File: src/rtl/cpu_sequencer_pkg.sv
// Shared state encodings and defaults for the multi-cycle control sequencer.
// Latency: n/a (definitions only).
// Backpressure: n/a (definitions only).
package cpu_sequencer_pkg;

    // Raw 3-bit encodings, also usable by benches for state probes.
    localparam logic [2:0] ST_IDLE   = 3'd0;
    localparam logic [2:0] ST_FETCH  = 3'd1;
    localparam logic [2:0] ST_DECODE = 3'd2;
    localparam logic [2:0] ST_EXEC   = 3'd3;
    localparam logic [2:0] ST_MEM    = 3'd4;
    localparam logic [2:0] ST_WB     = 3'd5;
    localparam logic [2:0] ST_HALT   = 3'd6;

    // Cycles a memory request may wait for ack before the core gives up.
    localparam int TIMEOUT_DEFAULT = 16;

    typedef enum logic [2:0] {
        S_IDLE   = ST_IDLE,
        S_FETCH  = ST_FETCH,
        S_DECODE = ST_DECODE,
        S_EXEC   = ST_EXEC,
        S_MEM    = ST_MEM,
        S_WB     = ST_WB,
        S_HALT   = ST_HALT
    } state_t;

endpackage

File: src/rtl/cpu_sequencer_bus_timer.sv
// Wait counter for an outstanding memory request; flags expiry on the last allowed cycle.
// Latency: expired is combinational from the registered count and the current ack.
// Backpressure: none; an ack in the final allowed cycle suppresses expiry.
module bus_timer #(
    parameter int TIMEOUT = 16
) (
    input  logic clk,
    input  logic rst,
    input  logic clr,
    input  logic run,
    input  logic ack,
    output logic expired
);

    localparam int CW = (TIMEOUT > 1) ? $clog2(TIMEOUT) : 1;

    logic [CW-1:0] wait_cnt;

    // Count request cycles without ack; idle states and acks restart the count.
    always_ff @(posedge clk) begin
        if (rst || clr || ack) begin
            wait_cnt <= '0;
        end else if (run) begin
            wait_cnt <= wait_cnt + CW'(1);
        end
    end

    // The TIMEOUT-th request cycle without ack is the expiry cycle; TIMEOUT=0 disables.
    always_comb begin
        expired = (TIMEOUT > 0) && run && !ack && (wait_cnt == CW'(TIMEOUT - 1));
    end

endmodule

File: src/rtl/cpu_sequencer.sv
// Multi-cycle fetch/decode/exec/mem/wb sequencer with cycle and retired-instruction counters.
// Latency: ALU op 4 cycles, load 5, store 4 with zero-wait memory; each ack wait adds a cycle.
// Backpressure: imem_req/dmem_req held until ack; a hung bus halts the core after TIMEOUT cycles.
module cpu_sequencer
    import cpu_sequencer_pkg::*;
#(
    parameter int CNT_W   = 32,
    parameter int TIMEOUT = TIMEOUT_DEFAULT
) (
    input  logic             clk,
    input  logic             rst,
    input  logic             is_load,
    input  logic             is_store,
    input  logic             is_halt,
    input  logic             reg_we,
    output logic             imem_req,
    input  logic             imem_ack,
    output logic             dmem_req,
    output logic             dmem_we,
    input  logic             dmem_ack,
    output logic             ir_we,
    output logic             pc_we,
    output logic             rf_we,
    output logic             halted,
    output logic             bus_err,
    output logic [CNT_W-1:0] cycle_cnt,
    output logic [CNT_W-1:0] instret
);

    state_t state;
    state_t state_nxt;
    logic   err_q;
    logic   err_nxt;
    logic   retire;
    logic   req_run;
    logic   req_ack;
    logic   expired;

    // Only the state that owns a request listens to its ack.
    assign req_run = (state == S_FETCH) || (state == S_MEM);
    assign req_ack = ((state == S_FETCH) && imem_ack) || ((state == S_MEM) && dmem_ack);

    bus_timer #(
        .TIMEOUT (TIMEOUT)
    ) u_bus_timer (
        .clk     (clk),
        .rst     (rst),
        .clr     (!req_run),
        .run     (req_run),
        .ack     (req_ack),
        .expired (expired)
    );

    // State and sticky bus-error register.
    always_ff @(posedge clk) begin
        if (rst) begin
            state <= S_IDLE;
            err_q <= 1'b0;
        end else begin
            state <= state_nxt;
            err_q <= err_nxt;
        end
    end

    // Next-state and strobe decode; reset suppresses every strobe and request.
    always_comb begin
        state_nxt = state;
        err_nxt   = err_q;
        retire    = 1'b0;
        imem_req  = 1'b0;
        dmem_req  = 1'b0;
        dmem_we   = 1'b0;
        ir_we     = 1'b0;
        pc_we     = 1'b0;
        rf_we     = 1'b0;
        halted    = 1'b0;
        bus_err   = 1'b0;
        unique case (state)
            S_IDLE: state_nxt = S_FETCH;
            S_FETCH: begin
                imem_req = 1'b1;
                if (imem_ack) begin
                    ir_we     = 1'b1;
                    state_nxt = S_DECODE;
                end else if (expired) begin
                    err_nxt   = 1'b1;
                    state_nxt = S_HALT;
                end
            end
            S_DECODE: begin
                if (is_halt) begin
                    retire    = 1'b1;
                    state_nxt = S_HALT;
                end else begin
                    state_nxt = S_EXEC;
                end
            end
            S_EXEC: state_nxt = (is_load || is_store) ? S_MEM : S_WB;
            S_MEM: begin
                dmem_req = 1'b1;
                dmem_we  = is_store && !is_load;
                if (dmem_ack) begin
                    if (is_load) begin
                        state_nxt = S_WB;
                    end else begin
                        pc_we     = 1'b1;
                        retire    = 1'b1;
                        state_nxt = S_FETCH;
                    end
                end else if (expired) begin
                    err_nxt   = 1'b1;
                    state_nxt = S_HALT;
                end
            end
            S_WB: begin
                rf_we     = reg_we;
                pc_we     = 1'b1;
                retire    = 1'b1;
                state_nxt = S_FETCH;
            end
            S_HALT: begin
                halted  = 1'b1;
                bus_err = err_q;
            end
            default: state_nxt = S_IDLE;
        endcase
        if (rst) begin
            imem_req = 1'b0;
            dmem_req = 1'b0;
            dmem_we  = 1'b0;
            ir_we    = 1'b0;
            pc_we    = 1'b0;
            rf_we    = 1'b0;
            halted   = 1'b0;
            bus_err  = 1'b0;
        end
    end

    // Free-running cycle counter (frozen in HALT) and retire counter; both wrap.
    always_ff @(posedge clk) begin
        if (rst) begin
            cycle_cnt <= '0;
            instret   <= '0;
        end else begin
            if (state != S_HALT) begin
                cycle_cnt <= cycle_cnt + CNT_W'(1);
            end
            if (retire) begin
                instret <= instret + CNT_W'(1);
            end
        end
    end

endmodule
File: config.mk
export PLATFORM = sky130hd
export DESIGN_NAME = cpu_sequencer
export DESIGN_NICKNAME = d
export VERILOG_FILES = /design/src/rtl/cpu_sequencer_pkg.sv /design/src/rtl/cpu_sequencer_bus_timer.sv /design/src/rtl/cpu_sequencer.sv
export SDC_FILE = /design/constraint.sdc
export NUM_CORES = 1
export LEC_CHECK = 0
export BUFFER_PORTS_ARGS = -buffer_cell sky130_fd_sc_hd__buf_2
export CAP_MARGIN = 20
export CORE_MARGIN = 2
export CORE_UTILIZATION = 40
export CTS_BUF_LIST = sky130_fd_sc_hd__clkbuf_4 sky130_fd_sc_hd__clkbuf_8
export DETAILED_ROUTE_END_ITERATION = 12
export PLACE_DENSITY_LB_ADDON = 0.3
export SLEW_MARGIN = 20
export SYNTH_ARGS = -nofsm -noshare
export SYNTH_HDL_FRONTEND = slang
export SYNTH_SLANG_ARGS = --single-unit
export TNS_END_PERCENT = 1
File: constraint.sdc
create_clock -name clk -period 1.6 [get_ports clk]
set_input_delay 0.08 -clock clk [delete_from_list [all_inputs] [get_ports clk]]
set_output_delay 0.08 -clock clk [all_outputs]
set_load 0.02 [all_outputs]
; After elaboration in Yosys (flattened, before gate mapping)
; Index checks and enable logic that the tools add are counted.
[op_classes]
n_addsub = 3
n_eq_ne = 10
mux = 32
n_reduce_logical = 17
[op_table]
columns = cell, count
row1 = $add A32 B1 Y32 const B, 2
row2 = $mux W1, 23
row3 = $pmux W3 S6, 1
row4 = $mux W3, 5
row5 = $eq A3 B3 Y1 const B, 3
row6 = $eq A3 B2 Y1 const B, 2
row7 = $logic_and A1 B1 Y1, 5
row8 = $logic_or A1 B1 Y1, 5
row9 = $add A4 B1 Y4 const B, 1
row10 = $eq A4 B4 Y1 const B, 1
row11 = $ne A2 B2 Y1 const B, 2
row12 = $pmux W1 S2, 2
row13 = $eq A3 B1 Y1 const B, 1
row14 = $logic_not A1 Y1, 3
row15 = $logic_not A3 Y1, 1
row16 = $ne A3 B3 Y1 const B, 1
row17 = $pmux W1 S3, 1
row18 = $reduce_and A3 Y1, 1
row19 = $reduce_bool A2 Y1, 1
row20 = $reduce_or A2 Y1, 1
[totals]
reg_bits = 72
in_bits = 8
out_inout_bits = 72
elab_cells = 67

; Depth between registers and ports, before layout
[depth]
word_depth = 9
mapped_depth = 7
depth_no_buf = 6

; Hierarchy
; A second synthesis with hierarchy kept.
[hier_totals]
hier_cells = 423
area_unflattened_um2 = 3570.9
[modules_own_cells]
columns = module, instances, cells_each, area_each_um2, seq_area_each_um2
row1 = cpu_sequencer, 1, 403, 3364.5, 1361.3
row2 = bus_timer, 1, 20, 206.4, 80.1

; Least setup slack after synthesis
; OpenSTA, ideal clock, no wires.
[synth_timing]
path_type = register -> register
from = register instret[16]
to = register instret[31]
setup_ns = 0.070
t_arrival_ns = 1.768
t_required_ns = 1.530
setup_slack_ns = -0.239
path_stages_with_launch = 6
n_path_buf = 0
synth_period_minus_slack_ns = 1.839
path_cell_list = dfxtp_1 > nand4_4 > nor4_4 > o2111ai_4 > or4_1 > a21oi_1
[synth_via]
elab_chain_len = 1
[synth_lines]
columns = item, line_no
row1 = from (decl), cpu_sequencer.sv:27  ; output logic [CNT_W-1:0] instret
row2 = from (signal assigned), cpu_sequencer.sv:149  ; instret <= instret + CNT_W'(1);
row3 = $add A32 B1 Y32, cpu_sequencer.sv:149
; Every way passes these cells.
; A chain may end at the register's enable or synchronous reset.

; Worst setup path after layout
[layout_timing]
from = register instret[17]
to = register instret[28]
; Same word-level chain as after synthesis.

==> impl_results.md <==
- FP Rows: 34
- Crit path kind: flip-flop to flip-flop
- Pins Over Slew Limit: 0
- Hold Crit Class: primary input to flip-flop
- Total CTS buffers: 9
- Yosys reg bits: 72
- Max clock buf depth: 2
- Finished Core Util: approximately 58%
- Nets@finish: around 560
- Largest net degree at the start of global routing: 31
- Critical Path Start Type: flip-flop
- WL final: approximately 9100 um
- Via/cell ratio: ~5
- ANT nets after route: 0
- Clock skew: ~14 ps
- Critical Path RT: between 1500 and 2000 ps
- Die width: 98.1 um
- CTS Sinks: 72
- Fill count: roughly 780
- Outcome: complete, but fails checks
- Most frequent cell after synthesis: dfxtp_1
- Finished Layout Cells: between 600 and 700
- Global route overflow: 0
- Fmax: 593 MHz
- Syn_area_per_cell: approximately 8.7 um^2
- Vias after detailed routing: 3419
- HPWL after detailed placement: around 6700 um
- Fraction of layout cells with a size suffix above 1: slightly above 40%
- Failing checks: setup timing
- Max-cap violations: 0
- Initial antenna violation count: 0
- RSZ-0062 raised after global routing: yes
- CP Capture Type: flip-flop
- Number of global-route vias before repair: between 3000 and 4000
- # diodes: 0
- Ys Warns: 0
- Setup-failing EPs final: 8
- Commonest cells post-synth: dfxtp_1 (72), nor2_1 (64), xnor2_1 (32)
- Synth cell types: 48
- Crit path DAT: 1980 ps
- P_leak: about 2.1 nW
- DRC errors left: 0
- Core footprint: ~8600 um^2
- Drt initial violations: just over 90
- Post-synth top area share: about two fifths
- DP Cell Count: 646
- Max Fanout on Critical Path: 4
- VDD IR-drop max: 0.370 mV
- First-pass DRT Iterations: 4
- Initial Util: 41.0%
- H-Tree Depth: 3
- WL/cell: approximately 14 um
- Tmin final: about 1700 ps
- Async set-reset flop share out of synthesis: 0%
- Synth-to-layout area growth: 40.8%
- Primary FF master, synth: dfxtp_1
- Port bufs: 79
- Slew HR: between 70% and 80%
- CTS tree: done
- Worst-Margin Slew: between 300 and 400 ps
- Overall Global Routing Usage: about a fifth
- First-pass GRT wire length: 14600 um
- Number of synthesized flops with an enable pin: 0
- Vert. Die Dim: between 90 and 100 um
- Clk_lat worst skew: about 360 ps
- Period utilization: 105%
- Placer congestion estimate: roughly 0.8
- Total Die Area: between 9000 and 10000 um^2
- Root Driver: clkbuf_8
- Largest cells by area after synthesis: dfxtp_1 (41%), xnor2_1 (7.9%), nor2_1 (6.8%)
- Cell area after synthesis: ~3500 um^2
- Yosys top cell by area: dfxtp_1
- Clk slew on worst S/H paths: about 90 ps
- Syn nets: 420
- Gate Count Post-Synth: approximately 410
- I/O pins: 80
- Final hold violation count: 0
- Final worst slack: -87.2 ps
- Register area share after synthesis: around 41%
- Pwr Density: 738 nW/um^2
cells in the final DEF, fill, tap and decap left out, drive strengths merged, types with 3 or more instances in the layout:
| cell type | count |
|---|---|
| buf | 152 |
| nor2b | 6 |
| nand4 | 13 |
| nand2 | 20 |
| or3 | 12 |
| xor2 | 19 |
| dfxtp | 72 |
| o2111a | 3 |
| a21oi | 17 |
| mux2i | 3 |
| and4 | 7 |
| inv | 15 |
| xnor2 | 32 |
| clkinv | 5 |
| nor2 | 65 |
| clkbuf | 9 |
| nor4 | 7 |
| and3 | 4 |
| nand3 | 12 |
| o211ai | 7 |
| o2111ai | 7 |
| o21ai | 17 |
| and2 | 7 |
| ha | 3 |
| nor3 | 20 |
final cells by class:
cell class	instances	area (um^2)	share of cell area (%)
flip-flops and latches	72	1500	30.2
repair buffers	152	990	19.9
clock inverters	7	96.3	1.93
inverters	15	56.3	1.13
well taps	108	135	2.71
clock buffers	9	124	2.49
multi-input cells	301	2080	41.7
critical path, cell delays in order, from the launching register on:
cell,delay [ps]
dfxtp_2,360
nand4_4,140
nor4_4,360
buf_4,180
nand4_1,110
or3_1,320
a21oi_1,140
final timing paths:
path	startpoint	to	slack [ps]	depth (start not counted)
min	rst	cycle_cnt[2]	40	2
min reg2reg	u_bus_timer.wait_cnt[0]	u_bus_timer.wait_cnt[0]	460	1
max	instret[17]	instret[28]	-90	6
max reg2reg	instret[17]	instret[28]	-90	6
power by group:
part	total, mW	internal (mW)	leakage (nW)	switching [mW]
registers	1.82	1.80	0.598	0.0215
logic	0.251	0.101	1.43	0.150
clock network	1.61	0.880	0.113	0.728
metrics by stage:
stage / setup TNS (ps) / cell area [um^2] / hold WS, ps / setup slack [ps] / power, mW
floorplan: -732 / 3600 / 296 / -66.3 / 2.02
global placement: -378 / 4600 / 400 / -126 / 2.10
detailed placement: -676 / 4600 / 403 / -106 / 2.10
CTS: -243 / 4850 / 35.3 / -45.5 / 3.70
global route: -1570 / 4980 / 60.6 / -153 / 3.81
finish: -281 / 4980 / 44.1 / -87.2 / 3.68
metal layers:
layer	track usage, %	vias up	share of wire [%]
met5	0	-	0
met4	7.69	0	1.8
met3	3.94	13	4.2
met2	29.9	71	48
met1	24.4	1619	46
li1	-	1716	-
cells by family (layout without fill, tap and decap cells):
family	Yosys count	in the layout	synth area share [%]
AO/OA/AOI/OAI	63	63	12.4
adder cells (fa/ha/maj)	3	3	1.06
buffers and inverters	36	183	4.07
flip-flops	72	72	40.7
XOR/XNOR	51	51	12.6
multiplexers	3	3	0.849
AND/OR/NAND/NOR	181	181	28.3
state kept, by name, indices dropped and copies added (netlist names):
register,count
cycle_cnt,32
err_q,1
instret,32
state,3
u_bus_timer.wait_cnt,4
timing repair:
item | in CTS | in global routing
setup endpoints to repair | 14 | 45
pin swaps | 3 | 7
resized for setup | 9 | 26
hold buffers | 0 | 0
cloned | 0 | 0
setup buffers | 1 | 1
Note: power is estimated with default switching activity, not from simulation.
